File: src/rtl/smc_state_multi.sv
// SMC timing engine: leading edge, wait states, trailing edge, bursts.
// Define SMC_EXT_WAIT_EN to add the n_ext_wait beat-extension input.
module smc_state_multi #(
  parameter int NUM_CS = 8,
  parameter int CS_W   = 3,
  parameter int WS_W   = 8,
  parameter int LE_W   = 2,
  parameter int TE_W   = 2,
  parameter int BEAT_W = 3
) (
  input  logic                   sys_clk1,
  input  logic                   sys_reset1,
  input  logic                   new_access,
  input  logic [CS_W-1:0]        acc_cs,
  input  logic                   acc_write,
  input  logic [BEAT_W-1:0]      acc_beats,
  input  logic [NUM_CS*LE_W-1:0] cfg_csle,
  input  logic [NUM_CS*WS_W-1:0] cfg_ws,
  input  logic [NUM_CS*TE_W-1:0] cfg_cste,
  input  logic [NUM_CS*2-1:0]    cfg_oete,
  output logic                   acc_ready,
  output logic [2:0]             smc_state,
  output logic                   smc_idle,
  output logic                   smc_done,
  output logic [NUM_CS-1:0]      cs_n,
  output logic                   oe_n,
  output logic                   we_n,
  output logic                   latch_data,
  output logic [BEAT_W-1:0]      beat_cnt
`ifdef SMC_EXT_WAIT_EN
  ,
  input  logic                   n_ext_wait
`endif
);

  typedef enum logic [2:0] {
    S_IDLE  = 3'd0,
    S_STORE = 3'd1,
    S_LE    = 3'd2,
    S_RW    = 3'd3,
    S_FLOAT = 3'd4
  } state_t;

  state_t state, state_nx;

  logic [LE_W-1:0]   le_cnt, le_nx;
  logic [WS_W-1:0]   ws_cnt, ws_nx;
  logic [TE_W-1:0]   te_cnt, te_nx;
  logic [BEAT_W-1:0] beat_nx;

  logic [CS_W-1:0] r_cs, cs_nx;
  logic            r_write, write_nx;
  logic [LE_W-1:0] r_csle, csle_nx;
  logic [WS_W-1:0] r_ws, rws_nx;
  logic [TE_W-1:0] r_cste, cste_nx;
  logic [1:0]      r_oete, oete_nx;

  logic [LE_W-1:0] sel_csle;
  logic [WS_W-1:0] sel_ws;
  logic [TE_W-1:0] sel_cste;
  logic [1:0]      sel_oete;

  logic ext_ok;
  logic accept;
  logic last_beat;
  logic eoa;
  logic same_tgt;
  logic active;

`ifdef SMC_EXT_WAIT_EN
  assign ext_ok = n_ext_wait;
`else
  assign ext_ok = 1'b1;
`endif

  // Pick the requested CS's timing; unknown index yields zero timing
  always_comb begin
    sel_csle = '0;
    sel_ws   = '0;
    sel_cste = '0;
    sel_oete = '0;
    for (int i = 0; i < NUM_CS; i++) begin
      if (acc_cs == CS_W'(i)) begin
        sel_csle = cfg_csle[i*LE_W +: LE_W];
        sel_ws   = cfg_ws[i*WS_W +: WS_W];
        sel_cste = cfg_cste[i*TE_W +: TE_W];
        sel_oete = cfg_oete[i*2 +: 2];
      end
    end
  end

  assign last_beat = (state == S_RW) && (ws_cnt == '0)
                  && ext_ok && (beat_cnt == '0);
  assign eoa = (last_beat && (r_cste == '0))
            || ((state == S_FLOAT) && (te_cnt == TE_W'(1)));
  assign acc_ready = !sys_reset1 && ((state == S_IDLE) || eoa);
  assign accept    = acc_ready && new_access;
  assign same_tgt  = (acc_cs == r_cs) && (acc_write == r_write);

  // Next state, counter reloads and snapshot capture
  always_comb begin
    state_nx = state;
    le_nx    = le_cnt;
    ws_nx    = ws_cnt;
    te_nx    = te_cnt;
    beat_nx  = beat_cnt;
    cs_nx    = r_cs;
    write_nx = r_write;
    csle_nx  = r_csle;
    rws_nx   = r_ws;
    cste_nx  = r_cste;
    oete_nx  = r_oete;
    unique case (state)
      S_IDLE: begin
        if (accept) state_nx = S_STORE;
      end
      S_STORE: begin
        le_nx = r_csle;
        if (r_csle != '0) begin
          state_nx = S_LE;
        end else begin
          state_nx = S_RW;
          ws_nx    = r_ws;
        end
      end
      S_LE: begin
        le_nx = le_cnt - 1'b1;
        if (le_cnt == LE_W'(1)) begin
          state_nx = S_RW;
          ws_nx    = r_ws;
        end
      end
      S_RW: begin
        if (ws_cnt != '0) begin
          ws_nx = ws_cnt - 1'b1;
        end else if (ext_ok) begin
          if (beat_cnt != '0) begin
            beat_nx = beat_cnt - 1'b1;
            if (r_csle != '0) begin
              state_nx = S_LE;
              le_nx    = r_csle;
            end else begin
              ws_nx = r_ws;
            end
          end else if (r_cste != '0) begin
            state_nx = S_FLOAT;
            te_nx    = r_cste;
          end else begin
            state_nx = S_IDLE;
          end
        end
      end
      S_FLOAT: begin
        te_nx = te_cnt - 1'b1;
        if (te_cnt == TE_W'(1)) state_nx = S_IDLE;
      end
      default: state_nx = S_IDLE;
    endcase
    if (eoa && new_access) begin
      if (same_tgt) begin
        if (sel_csle != '0) begin
          state_nx = S_LE;
          le_nx    = sel_csle;
        end else begin
          state_nx = S_RW;
          ws_nx    = sel_ws;
        end
      end else begin
        state_nx = S_STORE;
      end
    end
    if (accept) begin
      cs_nx    = acc_cs;
      write_nx = acc_write;
      beat_nx  = acc_beats;
      csle_nx  = sel_csle;
      rws_nx   = sel_ws;
      cste_nx  = sel_cste;
      oete_nx  = sel_oete;
    end
  end

  // State register
  always_ff @(posedge sys_clk1 or posedge sys_reset1) begin
    if (sys_reset1) state <= S_IDLE;
    else            state <= state_nx;
  end

  // Counters and captured access snapshot
  always_ff @(posedge sys_clk1 or posedge sys_reset1) begin
    if (sys_reset1) begin
      le_cnt   <= '0;
      ws_cnt   <= '0;
      te_cnt   <= '0;
      beat_cnt <= '0;
      r_cs     <= '0;
      r_write  <= 1'b0;
      r_csle   <= '0;
      r_ws     <= '0;
      r_cste   <= '0;
      r_oete   <= '0;
    end else begin
      le_cnt   <= le_nx;
      ws_cnt   <= ws_nx;
      te_cnt   <= te_nx;
      beat_cnt <= beat_nx;
      r_cs     <= cs_nx;
      r_write  <= write_nx;
      r_csle   <= csle_nx;
      r_ws     <= rws_nx;
      r_cste   <= cste_nx;
      r_oete   <= oete_nx;
    end
  end

  assign active = (state == S_LE) || (state == S_RW)
               || (state == S_FLOAT);

  // Chip-select decode from the captured index
  always_comb begin
    cs_n = '1;
    for (int i = 0; i < NUM_CS; i++) begin
      if (active && (r_cs == CS_W'(i))) cs_n[i] = 1'b0;
    end
  end

  assign smc_state  = state;
  assign smc_idle   = (state_nx == S_IDLE);
  assign smc_done   = eoa;
  assign oe_n       = !((state == S_RW) && !r_write);
  assign we_n       = !((state == S_RW) && r_write
                     && (ws_cnt != '0));
  assign latch_data = (state == S_RW) && !r_write
                   && (ws_cnt <= {{(WS_W-2){1'b0}}, r_oete});

endmodule
File: config.mk
export PLATFORM = sky130hd
export DESIGN_NAME = smc_state_multi
export DESIGN_NICKNAME = d
export VERILOG_FILES = /design/src/rtl/smc_state_multi.sv
export SDC_FILE = /design/constraint.sdc
export NUM_CORES = 1
export LEC_CHECK = 0
export BUFFER_PORTS_ARGS = -buffer_cell sky130_fd_sc_hd__buf_2
export CORE_MARGIN = 3
export CORE_UTILIZATION = 54
export CTS_BUF_LIST = sky130_fd_sc_hd__clkbuf_4
export DETAILED_ROUTE_END_ITERATION = 8
export GPL_TIMING_DRIVEN = 1
export HOLD_SLACK_MARGIN = 0.15
export PLACE_DENSITY = 0.89
export SLEW_MARGIN = 40
export SYNTH_ARGS = -nofsm -noshare
export SYNTH_HDL_FRONTEND = slang
export SYNTH_SLANG_ARGS = --single-unit
export TNS_END_PERCENT = 20
File: constraint.sdc
create_clock -name sys_clk1 -period 5.3 [get_ports sys_clk1]
set_input_delay 0.265 -clock sys_clk1 [delete_from_list [all_inputs] [get_ports sys_clk1]]
set_output_delay 0.265 -clock sys_clk1 [all_outputs]
set_load 0.05 [all_outputs]
==> flow_summary.ini <==
[run_status]
status = finished clean

[timing]
rsz0062_at_grt = no
fin_skew_ps = 15.7
worst_pin_slew_ps = 861
min_period_ps = 3670
layout_setup_ws_ps = 1630
finalSetupViolCount = 0
whs_ps = 188
slew_viol_final = 0
tns_ps = 0
post-route-period-util = 0.693
slew_headroom = 0.421
hold_viol_final = 0
fmax_mhz = 272

[die]
die_y_um = 84.7
die_w_um = 84.7
rows = 28
ios = 142
core_area_um2 = 5960
die-area_um2 = 7170
floorplan.initialDensity = 0.561

[cells_and_area]
area_delta_synth_final_pct = 24.6
instances_no_fill = 601
diodes = 0
layout.nets = 655
fill_cells = 469
postLayoutCellArea_um2 = 4160
drive_above_1_share = 0.356

[yosys]
async_flop_share = 1.00
synth-main-ff-cell = dfrtp_1
netlist_instances = 394
netlist-cell-type-count = 64
synth_nets = 524
ys_seq_area_frac = 0.270
synth_warnings = 0
synth-edff-count = 0
synth.avg_cell_area_um2 = 8.48
netlist_area_um2 = 3340
yosys_register_bits = 36

[critical_path]
startpoint_type = flip-flop
r2r_slack_ps = 2340
r2r-end = ws_cnt[3]$_DFF_PP0_
crit_type = flip-flop to output port
end_kind = output port
arrival_ps = 3410
cp_max_fo = 13
required_ps = 5040
cp-startpoint = ws_cnt[0]$_DFF_PP0_
reg2regPathDepth = 8
r2r_start = ws_cnt[0]$_DFF_PP0_

[power_and_ir_drop]
p_leak_nw = 1.93
ir_worst_vdd_uv = 208
power_density_nw_per_um2 = 419

[global_route]
grt_use_total = 0.290
grt_pass1_vias = 3585
antenna_found_initial = 0
grt_pass1_wl_um = 17000
grt_max_degree = 42
overflow = 0

[route]
vias_per_cell = 6.14
firstDrtPassIters = 5
drtIter0Drc = 321
num_vias = 3688
drc = 0
ant_nets = 0
wl_um = 10600
wl_per_cell_um = 17.7

[placement]
dp_hpwl_um = 8260
dpl_cell_area_um2 = 4040
post-place-ws_ps = 2080
numPortBuffers = 141
place.detailed.instances = 589
gp_congestion = 0.904

[clock_tree]
cts_tree = yes
clkLatencyLatePin_ps = 350
clkSlewWorstSetupHoldPaths_ps = 110
cts_sinks = 36
cts_root_buf = clkbuf_4
clockBufferDepth = 2
post_cts_buffers = 0
cts_resized = 0
cts_buffers = 5
htree_levels = 2

[hold_path]
hold_class = input port to flip-flop
min-delay-start = acc_beats[2]
hold_path_depth = 3
holdPathEnd = beat_cnt[2]$_DFFE_PP0P_

[job]
maxCapViolCount = 0
==> final cells by class <==
| cell class | instances | area (µm²) | share of cell area |
|---|---|---|---|
| clock buffers | 5 | 37.5 | 0.00902 |
| clock inverters | 3 | 42.5 | 0.0102 |
| inverters | 13 | 48.8 | 0.0117 |
| multi-input cells | 322 | 2280 | 0.547 |
| flip-flops and latches | 36 | 901 | 0.216 |
| well taps | 75 | 93.8 | 0.0225 |
| repair buffers | 147 | 761 | 0.183 |
==> critical path, cell delays in order, from the launching register on <==
cell and delay (ps):
dfrtp_1 480, inv_1 140, ha_1 160, or3b_2 510, nor2_1 620, nand2_1 280, a221oi_1 350, and4b_1 240
buf_2 270
==> cells in the mapped netlist (2+ instances only) <==
library cell / instances / area share
or2_2: 7 / 0.013
o32ai_1: 2 / 0.0052
mux2_2: 8 / 0.027
o21ai_0: 41 / 0.061
nor2_1: 22 / 0.025
a221o_1: 2 / 0.0060
ha_1: 8 / 0.030
buf_6: 3 / 0.010
a211o_1: 2 / 0.0052
a21oi_1: 23 / 0.034
dfrtp_1: 36 / 0.27
nand2b_1: 2 / 0.0037
nor2b_1: 12 / 0.022
mux2i_1: 14 / 0.042
a32oi_1: 2 / 0.0052
a222oi_1: 5 / 0.015
o31ai_1: 2 / 0.0045
nor3_1: 10 / 0.015
o21a_1: 7 / 0.016
a22oi_1: 13 / 0.029
a211oi_1: 6 / 0.013
and2_1: 2 / 0.0037
mux4_2: 11 / 0.074
nor4_1: 2 / 0.0037
xor2_1: 4 / 0.010
and3_1: 2 / 0.0037
buf_2: 3 / 0.0045
nand3b_1: 2 / 0.0045
clkbuf_1: 15 / 0.017
o22ai_1: 5 / 0.0094
o221ai_1: 6 / 0.016
inv_1: 12 / 0.013
nand2_1: 51 / 0.057
a21o_1: 7 / 0.016
a31oi_1: 3 / 0.0056
o211ai_1: 5 / 0.011
nand3_1: 7 / 0.010
buf_1: 2 / 0.0022
nand4_1: 2 / 0.0037
a221oi_1: 2 / 0.0052
==> power breakdown <==
group / internal [mW] / switching (mW) / leakage [nW] / total, mW
Sequential: 0.390 / 0.151 / 0.457 / 0.541
Clock: 0.0983 / 0.0963 / 0.0412 / 0.195
Combinational: 0.379 / 0.628 / 1.43 / 1.01
Total: 0.868 / 0.875 / 1.93 / 1.74
==> logic make-up after synthesis <==
group | share of synthesized area
multiplexers | 0.143
flip-flops | 0.270
XOR/XNOR | 0.0131
AO/OA/AOI/OAI | 0.288
buffers and inverters | 0.0483
adder cells (fa/ha/maj) | 0.0300
AND/OR/NAND/NOR | 0.207
==> flip-flops by register name (all words and copies together) (netlist names) <==
name	count
r_ws	8
ws_cnt	8
r_cs	3
r_oete	2
smc_state	3
le_cnt	2
r_cste	2
te_cnt	2
r_write	1
r_csle	2
beat_cnt	3
==> cell usage in the layout (no fill, tap or decap), types with 3 or more instances in the layout <==
master           n
buf_2          141
nand2_1         51
o21ai_0         41
dfrtp_1         36
a21oi_1         23
nor2_1          22
mux2i_1         14
a22oi_1         13
nor2b_1         12
inv_1           12
mux4_2          11
nor3_1          10
mux2_2           8
ha_1             8
or2_2            7
o21a_1           7
a21o_1           7
nand3_1          7
a211oi_1         6
o221ai_1         6
o22ai_1          5
o211ai_1         5
a222oi_1         5
clkbuf_4         5
xor2_1           4
dlygate4sd3_1    4
a31oi_1          3
==> per-layer routing <==
metal | GRT usage | part of all wire | routed length [µm]
met5 | 0 | 0 | 0
met3 | 0.0491 | 0.077 | 815
met1 | 0.365 | 0.40 | 4230
met4 | 0.105 | 0.024 | 259
met2 | 0.500 | 0.50 | 5320
==> through the flow <==
step                power, mW  utilization
CTS                      1.73        0.697
global route             1.87        0.699
detailed placement       1.52        0.679
floorplan                1.26            -
finish                   1.74        0.699
global placement         1.50        0.679
==> timing repair <==
action	4_1_cts	5_1_grt
endpoints found under the setup margin	0	0
hold buffers	3	1
hold endpoints to repair	38	1
==> worst max path at each step <==
stage	end	slack, ps
2_1_floorplan	latch_data	2050
3_5_place_dp	smc_idle	2080
6_report	smc_idle	1630
3_3_place_gp	smc_idle	2120
5_1_grt	smc_idle	1420
4_1_cts	smc_idle	1660
(Power assumes the default switching activity.)
